`src/rtl/iommu_ptw_ls_initiator.sv`:
```
// iommu_ptw_ls_initiator: requester-side front end of the IOMMU walker
// load/store port.
//
// Round-robin arbitration among MAX_PW walker contexts. The winner is issued
// on the shared port with a four-phase irdy/trdy handshake and tagged with
// its context index. Tagged load/AMO returns come back through a matching
// four-phase handshake and are routed to the owning context.
//
// Ports:
//   clk, rst                  clock, asynchronous active-high reset
//   c_req_valid_i/ready_o     per-context request handshake (ready = 1-cycle pulse)
//   c_req_addr/op/size_i      per-context request fields, packed by context
//   c_rsp_valid_o             per-context 1-cycle response pulse
//   c_rsp_data/acc_fault/poison_o  last captured return fields
//   ls_addr/op/tag/size_o     issued request, stable while ls_req_irdy_o
//   ls_req_irdy_o/trdy_i      request four-phase handshake
//   ld_data/acc_fault/poison/tag_i  return fields
//   ld_data_irdy_i/trdy_o     return four-phase handshake
//   unexp_rsp_o               sticky: return for a tag with nothing outstanding
module iommu_ptw_ls_initiator #(
    parameter int MAX_PW = 4,
    localparam int TW = (MAX_PW > 1) ? $clog2(MAX_PW) : 1
) (
    input  logic                  clk,
    input  logic                  rst,
    input  logic [MAX_PW-1:0]     c_req_valid_i,
    output logic [MAX_PW-1:0]     c_req_ready_o,
    input  logic [46*MAX_PW-1:0]  c_req_addr_i,
    input  logic [2*MAX_PW-1:0]   c_req_op_i,
    input  logic [7*MAX_PW-1:0]   c_req_size_i,
    output logic [MAX_PW-1:0]     c_rsp_valid_o,
    output logic [511:0]          c_rsp_data_o,
    output logic                  c_rsp_acc_fault_o,
    output logic                  c_rsp_poison_o,
    output logic [45:0]           ls_addr_o,
    output logic [1:0]            ls_op_o,
    output logic [TW-1:0]         ls_tag_o,
    output logic [6:0]            ls_size_o,
    output logic                  ls_req_irdy_o,
    input  logic                  ls_req_trdy_i,
    input  logic [511:0]          ld_data_i,
    input  logic                  ld_acc_fault_i,
    input  logic                  ld_poison_i,
    input  logic [TW-1:0]         ld_tag_i,
    input  logic                  ld_data_irdy_i,
    output logic                  ld_data_trdy_o,
    output logic                  unexp_rsp_o
);

    // Op encoding: LOAD=0, STORE=1, AMO=2. Only STORE is special here.
    localparam logic [1:0] OP_STORE = 2'd1;
    localparam int NT = 2 ** TW;

    typedef enum logic [1:0] {Q_IDLE, Q_REQ, Q_REL} q_state_t;
    typedef enum logic {R_IDLE, R_REL} r_state_t;

    q_state_t q_state, q_nxt;
    r_state_t r_state, r_nxt;

    logic [45:0] addr_a [MAX_PW];
    logic [1:0]  op_a   [MAX_PW];
    logic [6:0]  size_a [MAX_PW];

    for (genvar g = 0; g < MAX_PW; g++) begin : g_unpack
        assign addr_a[g] = c_req_addr_i[46*g +: 46];
        assign op_a[g]   = c_req_op_i[2*g +: 2];
        assign size_a[g] = c_req_size_i[7*g +: 7];
    end

    logic [MAX_PW-1:0] outstanding;
    logic [MAX_PW-1:0] elig;
    logic [MAX_PW-1:0] set_mask;
    logic [MAX_PW-1:0] clr_mask;
    logic [NT-1:0]     out_pad;
    logic [TW-1:0]     rr;
    logic [TW-1:0]     win;
    logic [TW-1:0]     idx;
    int                cand;
    logic              found;
    logic              grant;
    logic              irdy_nxt;
    logic              cap;
    logic              hit;
    logic              trdy_nxt;

    assign elig = c_req_valid_i & ~outstanding;

    // First eligible context at or after rr, wrapping.
    always_comb begin
        found = 1'b0;
        win   = '0;
        idx   = '0;
        cand  = 0;
        for (int k = 0; k < MAX_PW; k++) begin
            cand = int'(rr) + k;
            if (cand >= MAX_PW) cand = cand - MAX_PW;
            idx = TW'(cand);
            if (!found && elig[idx]) begin
                found = 1'b1;
                win   = idx;
            end
        end
    end

    // Request FSM. irdy rises the cycle after the grant pulse, so Q_REQ
    // only waits for trdy once its own irdy is visible.
    always_comb begin
        q_nxt    = q_state;
        grant    = 1'b0;
        irdy_nxt = 1'b0;
        unique case (q_state)
            Q_IDLE: begin
                if (found) begin
                    grant = 1'b1;
                    q_nxt = Q_REQ;
                end
            end
            Q_REQ: begin
                if (ls_req_irdy_o && ls_req_trdy_i) q_nxt = Q_REL;
                else irdy_nxt = 1'b1;
            end
            Q_REL: begin
                if (!ls_req_trdy_i) q_nxt = Q_IDLE;
            end
            default: q_nxt = Q_IDLE;
        endcase
    end

    assign set_mask = (grant && op_a[win] != OP_STORE)
                      ? (MAX_PW'(1) << win) : '0;

    always_ff @(posedge clk or posedge rst) begin
        if (rst) begin
            q_state       <= Q_IDLE;
            rr            <= '0;
            c_req_ready_o <= '0;
            ls_req_irdy_o <= 1'b0;
            ls_addr_o     <= '0;
            ls_op_o       <= '0;
            ls_tag_o      <= '0;
            ls_size_o     <= '0;
        end else begin
            q_state       <= q_nxt;
            ls_req_irdy_o <= irdy_nxt;
            c_req_ready_o <= '0;
            if (grant) begin
                c_req_ready_o <= MAX_PW'(1) << win;
                ls_addr_o     <= addr_a[win];
                ls_op_o       <= op_a[win];
                ls_size_o     <= size_a[win];
                ls_tag_o      <= win;
                rr <= (win == TW'(MAX_PW - 1)) ? '0 : win + 1'b1;
            end
        end
    end

    // Return FSM, independent of the request side.
    always_comb begin
        r_nxt    = r_state;
        cap      = 1'b0;
        trdy_nxt = 1'b0;
        unique case (r_state)
            R_IDLE: begin
                if (ld_data_irdy_i) begin
                    cap      = 1'b1;
                    trdy_nxt = 1'b1;
                    r_nxt    = R_REL;
                end
            end
            R_REL: begin
                if (ld_data_irdy_i) trdy_nxt = 1'b1;
                else r_nxt = R_IDLE;
            end
            default: r_nxt = R_IDLE;
        endcase
    end

    // Padding lets an out-of-range tag (non power-of-two MAX_PW) read as
    // not outstanding instead of indexing past the vector.
    assign out_pad  = NT'(outstanding);
    assign hit      = cap && out_pad[ld_tag_i];
    assign clr_mask = hit ? (MAX_PW'(1) << ld_tag_i) : '0;

    always_ff @(posedge clk or posedge rst) begin
        if (rst) begin
            r_state           <= R_IDLE;
            ld_data_trdy_o    <= 1'b0;
            c_rsp_valid_o     <= '0;
            c_rsp_data_o      <= '0;
            c_rsp_acc_fault_o <= 1'b0;
            c_rsp_poison_o    <= 1'b0;
            unexp_rsp_o       <= 1'b0;
        end else begin
            r_state        <= r_nxt;
            ld_data_trdy_o <= trdy_nxt;
            c_rsp_valid_o  <= clr_mask;
            if (cap) begin
                c_rsp_data_o      <= ld_data_i;
                c_rsp_acc_fault_o <= ld_acc_fault_i;
                c_rsp_poison_o    <= ld_poison_i;
            end
            if (cap && !hit) unexp_rsp_o <= 1'b1;
        end
    end

    // Clear wins over set for the same context in the same cycle.
    always_ff @(posedge clk or posedge rst) begin
        if (rst) outstanding <= '0;
        else outstanding <= (outstanding | set_mask) & ~clr_mask;
    end

endmodule
```
`config.mk`:
```
export PLATFORM = sky130hd
export DESIGN_NAME = iommu_ptw_ls_initiator
export DESIGN_NICKNAME = d
export VERILOG_FILES = /design/src/rtl/iommu_ptw_ls_initiator.sv
export SDC_FILE = /design/constraint.sdc
export NUM_CORES = 2
export LEC_CHECK = 0
export BUFFER_PORTS_ARGS = -buffer_cell sky130_fd_sc_hd__clkbuf_2
export CORE_AREA = 2 2 515 517
export CTS_CLUSTER_DIAMETER = 60
export DETAILED_ROUTE_END_ITERATION = 8
export DIE_AREA = 0 0 517 519
export HOLD_SLACK_MARGIN = 0.06
export PLACE_DENSITY_LB_ADDON = 0.2
export SLEW_MARGIN = 20
export SYNTH_ARGS = -nofsm -noshare
export SYNTH_HDL_FRONTEND = slang
export SYNTH_SLANG_ARGS = --single-unit
```
`constraint.sdc`:
```
create_clock -name clk -period 23 [get_ports clk]
set_clock_uncertainty 0.2 [all_clocks]
set_input_delay 2.3 -clock clk [delete_from_list [all_inputs] [get_ports clk]]
set_output_delay 2.3 -clock clk [all_outputs]
set_load 0.02 [all_outputs]
```
After elaboration in Yosys (flattened, before gate mapping)
Cells that the tools add are included.
- logic and storage cells: 106
- input bits: 744
- register bits: 590
- bitwise gates (word level): 6
- shift operators: 2
- equality and inequality tests: 7
- multiplexer cells: 45
- reductions and logical operators: 13
- $add $sub $neg: 8
- magnitude comparators: 10
- operators by type and width (cell ; number):
    46-bit binary-select mux with 2-bit select ; 1
    46-bit two-way mux ; 2
    2-bit two-way mux ; 14
    2-bit by 3-bit less-than comparator with 1-bit output, second input constant ; 5
    1-bit two-way mux ; 15
    7-bit binary-select mux with 2-bit select ; 1
    7-bit two-way mux ; 2
    3-bit >= comparator, second input constant ; 4
    4-bit two-way mux ; 3
    1-bit binary-select mux with 2-bit select ; 5
    4-bit AND ; 2
    4-bit inverter ; 2
    1-bit by 2-bit left shift with 4-bit output, first input constant ; 2
    2-bit by 1-bit subtractor with 2-bit output, second input constant ; 4
    1-bit logical AND ; 7
    2-bit by 2-bit adder with 3-bit output, second input constant ; 2
    2-bit != test, second input constant ; 3
    2-bit one-hot mux with 3 select lines ; 1
    2-bit binary-select mux with 2-bit select ; 1
    2-bit equality test, second input constant ; 2
    1-bit logical NOT ; 4
    4-bit OR ; 1
    2-bit by 1-bit adder with 3-bit output, second input constant ; 1
    2-bit by 3-bit >= comparator with 1-bit output, second input constant ; 1
    other kinds (6) ; 6

Longest topological paths before layout
- depth after elaboration: 23
- mapped depth: 12
- depth with buffers taken out: 9

Worst setup path before layout
OpenSTA, ideal clock, no wires.
- path kind: in2reg
- from: input c_req_valid_i[3]
- to: register outstanding[0] (netlist: out_pad[0])
- path slack: 18.833 ns
- stages: 11
- arrival: 3.829 ns
- path buffers: 3
- cell sequence: nor2b_4 > o21ai_1 > a211o_1 > buf_2 > buf_6 > buf_6 > ha_1 > nand2_1 > nor3_1 > a22oi_1 > o21ai_1
- longest elaborated chain between the ends: 22
- ends and longest elaborated chain (element ; line ; source):
    from (decl) ; 26 ; input logic [MAX_PW-1:0] c_req_valid_i,
    4-bit AND (*) ; 86 ; assign elig = c_req_valid_i & ~outstanding;
    1-bit binary-select mux with 2-bit select ; 98 ; if (!found && elig[idx]) begin
    1-bit two-way mux (not written as such) ; 98 ;
    1-bit two-way mux ; 98 ;
    1-bit logical NOT ; 98 ;
    1-bit logical AND ; 98 ;
    1-bit two-way mux ; 98 ;
    1-bit logical NOT ; 98 ;
    (+5 left out) ; -- ;
    2-bit inverter with 3-bit output (not written as such) ; 129 ; assign set_mask = (grant && op_a[win] != OP_STORE)
    2-bit binary-select mux with 2-bit select ; 129 ;
    2-bit two-way mux (not written as such) (2 in a row) ; 129 ;
    2-bit by 1-bit != test with 1-bit output ; 129 ;
    1-bit logical AND ; 129 ;
    4-bit two-way mux (*) ; 130 ; ? (MAX_PW'(1) << win) : '0;
    4-bit OR (*) ; 209 ; else outstanding <= (outstanding | set_mask) & ~clr_mask;
    4-bit AND (*) ; 209 ;
    to (signal assigned) ; 209 ;
    to (decl) ; 70 ; logic [MAX_PW-1:0] outstanding;
Every way passes the cells marked *; elsewhere a longest branch is shown, timed or not. The select of a mux whose other input is x is not followed.
A chain may end at the register's enable or synchronous reset.

Worst setup path after layout
- from: input ld_data_irdy_i
- to: register c_rsp_data_o[368]
- longest elaborated chain between the ends: 2
- ends and longest elaborated chain (element ; line ; source):
    from (decl) ; 45 ; input logic ld_data_irdy_i,
    1-bit two-way mux ; 164 ; if (ld_data_irdy_i) begin
    1-bit two-way mux ; 162 ; unique case (r_state)
    to (signal assigned) ; 198 ; c_rsp_data_o <= ld_data_i;
    to (decl) ; 32 ; output logic [511:0] c_rsp_data_o,
No other way between the ends.

==> reports/metrics.cfg <==
[outcome]
status=finished, final reports clean

[synthesis]
syn_area_mm2=0.0239
synth_simple_gate_area_frac=0.264
synth_fa_ha_area_frac=0.00210
ys_ff_latch=590
ys_top_cells_by_area=dfrtp_1 (62%), nand2_1 (25%), mux2i_1 (4.7%)
synthArstFlopShare=1.00
avgSynthCellArea_um2=9.22
synthMuxAreaShare=0.0481
synth_nets=3337
yosysMostFrequentCell=nand2_1
seq_area_frac_synth=0.619
synth.top_cell.area_share=0.619
synth_compound_area_frac=0.0374
synthXorXnorAreaFrac=0
synth_cell_types=41
synthTopCellsByCount=nand2_1 (1,611), dfrtp_1 (590), clkbuf_1 (114)
synth_edf_count=0
synth_largest_area_cell=dfrtp_1
synth_cells=2589
ys.warnings.count=0
ys_dominant_reg_cell=dfrtp_1
synth_top_family_by_area=simple AND/OR/NAND/NOR gates

[layout]
register_area_mm2=0.0148
area_growth_pct=58.6
stdcell_count=7525
drive_gt1_frac=0.392
finalNetCount=4642
multiInputGateArea_mm2=0.00843
post-route-util=0.144
n_fill_cell=30489

[worst_setup_path]
cpMaxStageDelayCell=buf_4
critical_path_required_ps=23430
arrival_ps=6440
cp_common_cell=buf_4
path_cells=clkbuf_2, nor2b_4, buf_12, buf_4, buf_4, buf_4, buf_4, nand2_1, nand2_1
cp.buffers_inverters=6
slowest_delay_ps=790
critPathKind=in2reg
crit_path_start_kind=input port
r2r_setup_slack_ps=18310
cp_top_family=buffers and inverters
end_kind=register
crit_fanout=108

[sta]
slew_headroom=0.374
rsz0062_at_grt=false
slew_viol_final=0
tightest_slew_ps=940
finalSetupTns_ps=0
final_hold_viol_count=0
fmax_mhz=166
holdWs_ps=270
setup_viol=0
min_period_over_period=0.262
period_minus_slack_ps=6020

[floorplan]
dieArea_mm2=0.268
rows=189
start_util=0.0906
die_y_um=519
chipWidth_um=517
io_pins=1326
core_mm2=0.263

[global_route]
grt_max_degree=166
grt_usage=0.118
grt_pass1_vias=24446
grt-ovfl-total=0
grt_pass1_wl_um=217000
antenna_found_initial=97

[clocking]
clk_pin_slew_ps=50
clock_sinks=590
h-tree-depth=3
cts_setup_buffers=0
clkLatencyLatePin_ps=700
cts_buffer_depth=3
clock-root-buffer=clkbuf_16
cts_resized=0
cts_buffers=94
cts_tree=yes
postCtsHoldBufs=0

[place]
dp_hpwl_um=135000
place_inst=7331
place_congestion=0.858
io_buffers=1325

[route]
routed_wirelength_um=164000
via_per_inst=3.09
drtAntennaViolNets=0
wl_per_cell_um=21.8
firstDrtPassIters=5
drcViolationCount=0
vias=23226
drtIter0Drc=1185

[min_path]
hold_path.class=reg2reg

[run]
maxCapViolCount=0

[pwr]
power_leakage_nw=20.4
cellPowerDensity_mw_per_mm2=105
ir_worst_vdd_mv=0.0661
total_power_mw=3.98

## state kept, by name (all words and copies together), names as in the netlist
name / count
r_state: 1
c_rsp_data_o: 512
rr: 2
q_state: 2
ls_size_o: 7
c_rsp_valid_o: 4
ls_tag_o: 2
out_pad: 4
c_req_ready_o: 4
ls_req_irdy_o: 1
c_rsp_poison_o: 1
c_rsp_acc_fault_o: 1
unexp_rsp_o: 1
ls_op_o: 2
ls_addr_o: 46
## worst register-to-register path: cells and delay by family (launching register included)
kind                   cells  cell delay (ps)
AND/OR/NAND/NOR            3              420
buffers and inverters      5             3570
flip-flops                 1              420
## through the flow
| stage | setup slack [ps] | instance area, um2 |
|---|---|---|
| floorplan | 3990 | 23900 |
| global placement | 16080 | 34500 |
| detailed placement | 16060 | 34500 |
| CTS | 16850 | 37800 |
| global route | 16650 | 37800 |
| finish | 16980 | 37800 |
## logic make-up after synthesis
group           Yosys count
fa+ha+maj                 4
flops                   590
mux                     113
compound gates           75
buf+inv                 155
simple gates           1652
## layout make-up
type                       count  area share
antenna                       23     0.00152
timing repair buffer        1354       0.182
sequential                   590       0.390
clock buffer                 126      0.0680
clock inverter                45      0.0180
multi-input combinational   1844       0.223
tap                         3533       0.117
inverter                      10     0.00132
## per-layer routing
layer	track usage	share of wire	vias up
li1	-	-	10735
met1	0.123	0.37	11084
met2	0.213	0.51	1095
met3	0.0541	0.10	260
met4	0.0266	0.021	52
met5	0	0.0021	-
## worst paths after layout
kind                                            endpoint  cells past startpoint                          start
hold reg to reg            c_rsp_data_o[411]$_DFFE_PP0P_                      2  c_rsp_data_o[411]$_DFFE_PP0P_
setup reg to reg           c_rsp_data_o[368]$_DFFE_PP0P_                      8              r_state$_DFF_PP0_
max in group asynchronous   c_rsp_data_o[80]$_DFFE_PP0P_                      7                            rst
hold / removal             c_rsp_data_o[411]$_DFFE_PP0P_                      2  c_rsp_data_o[411]$_DFFE_PP0P_
setup / recovery           c_rsp_data_o[368]$_DFFE_PP0P_                      9                 ld_data_irdy_i
min in group asynchronous  c_rsp_data_o[195]$_DFFE_PP0P_                      2                            rst
## cell usage in the layout, fill, tap and decap left out, types with 15 or more instances in the layout
| cell type | Yosys | final |
|---|---|---|
| dfrtp_1 | 590 | 590 |
| clkbuf_2 | 0 | 1325 |
| clkbuf_16 | 0 | 94 |
| o221ai_2 | 40 | 40 |
| diode_2 | 0 | 23 |
| nand2_1 | 1611 | 1611 |
| o221ai_1 | 15 | 15 |
| mux2i_1 | 111 | 111 |
| buf_4 | 4 | 27 |
| clkbuf_1 | 114 | 22 |
## power by group
group | internal, mW | switching [mW] | leakage, nW | total (mW)
combinational | 0.359 | 0.785 | 11.6 | 1.14
clock | 0.899 | 0.602 | 1.55 | 1.50
sequential | 1.21 | 0.122 | 7.30 | 1.34
total | 2.47 | 1.51 | 20.4 | 3.98
Note: power is estimated with default switching activity, not from simulation.
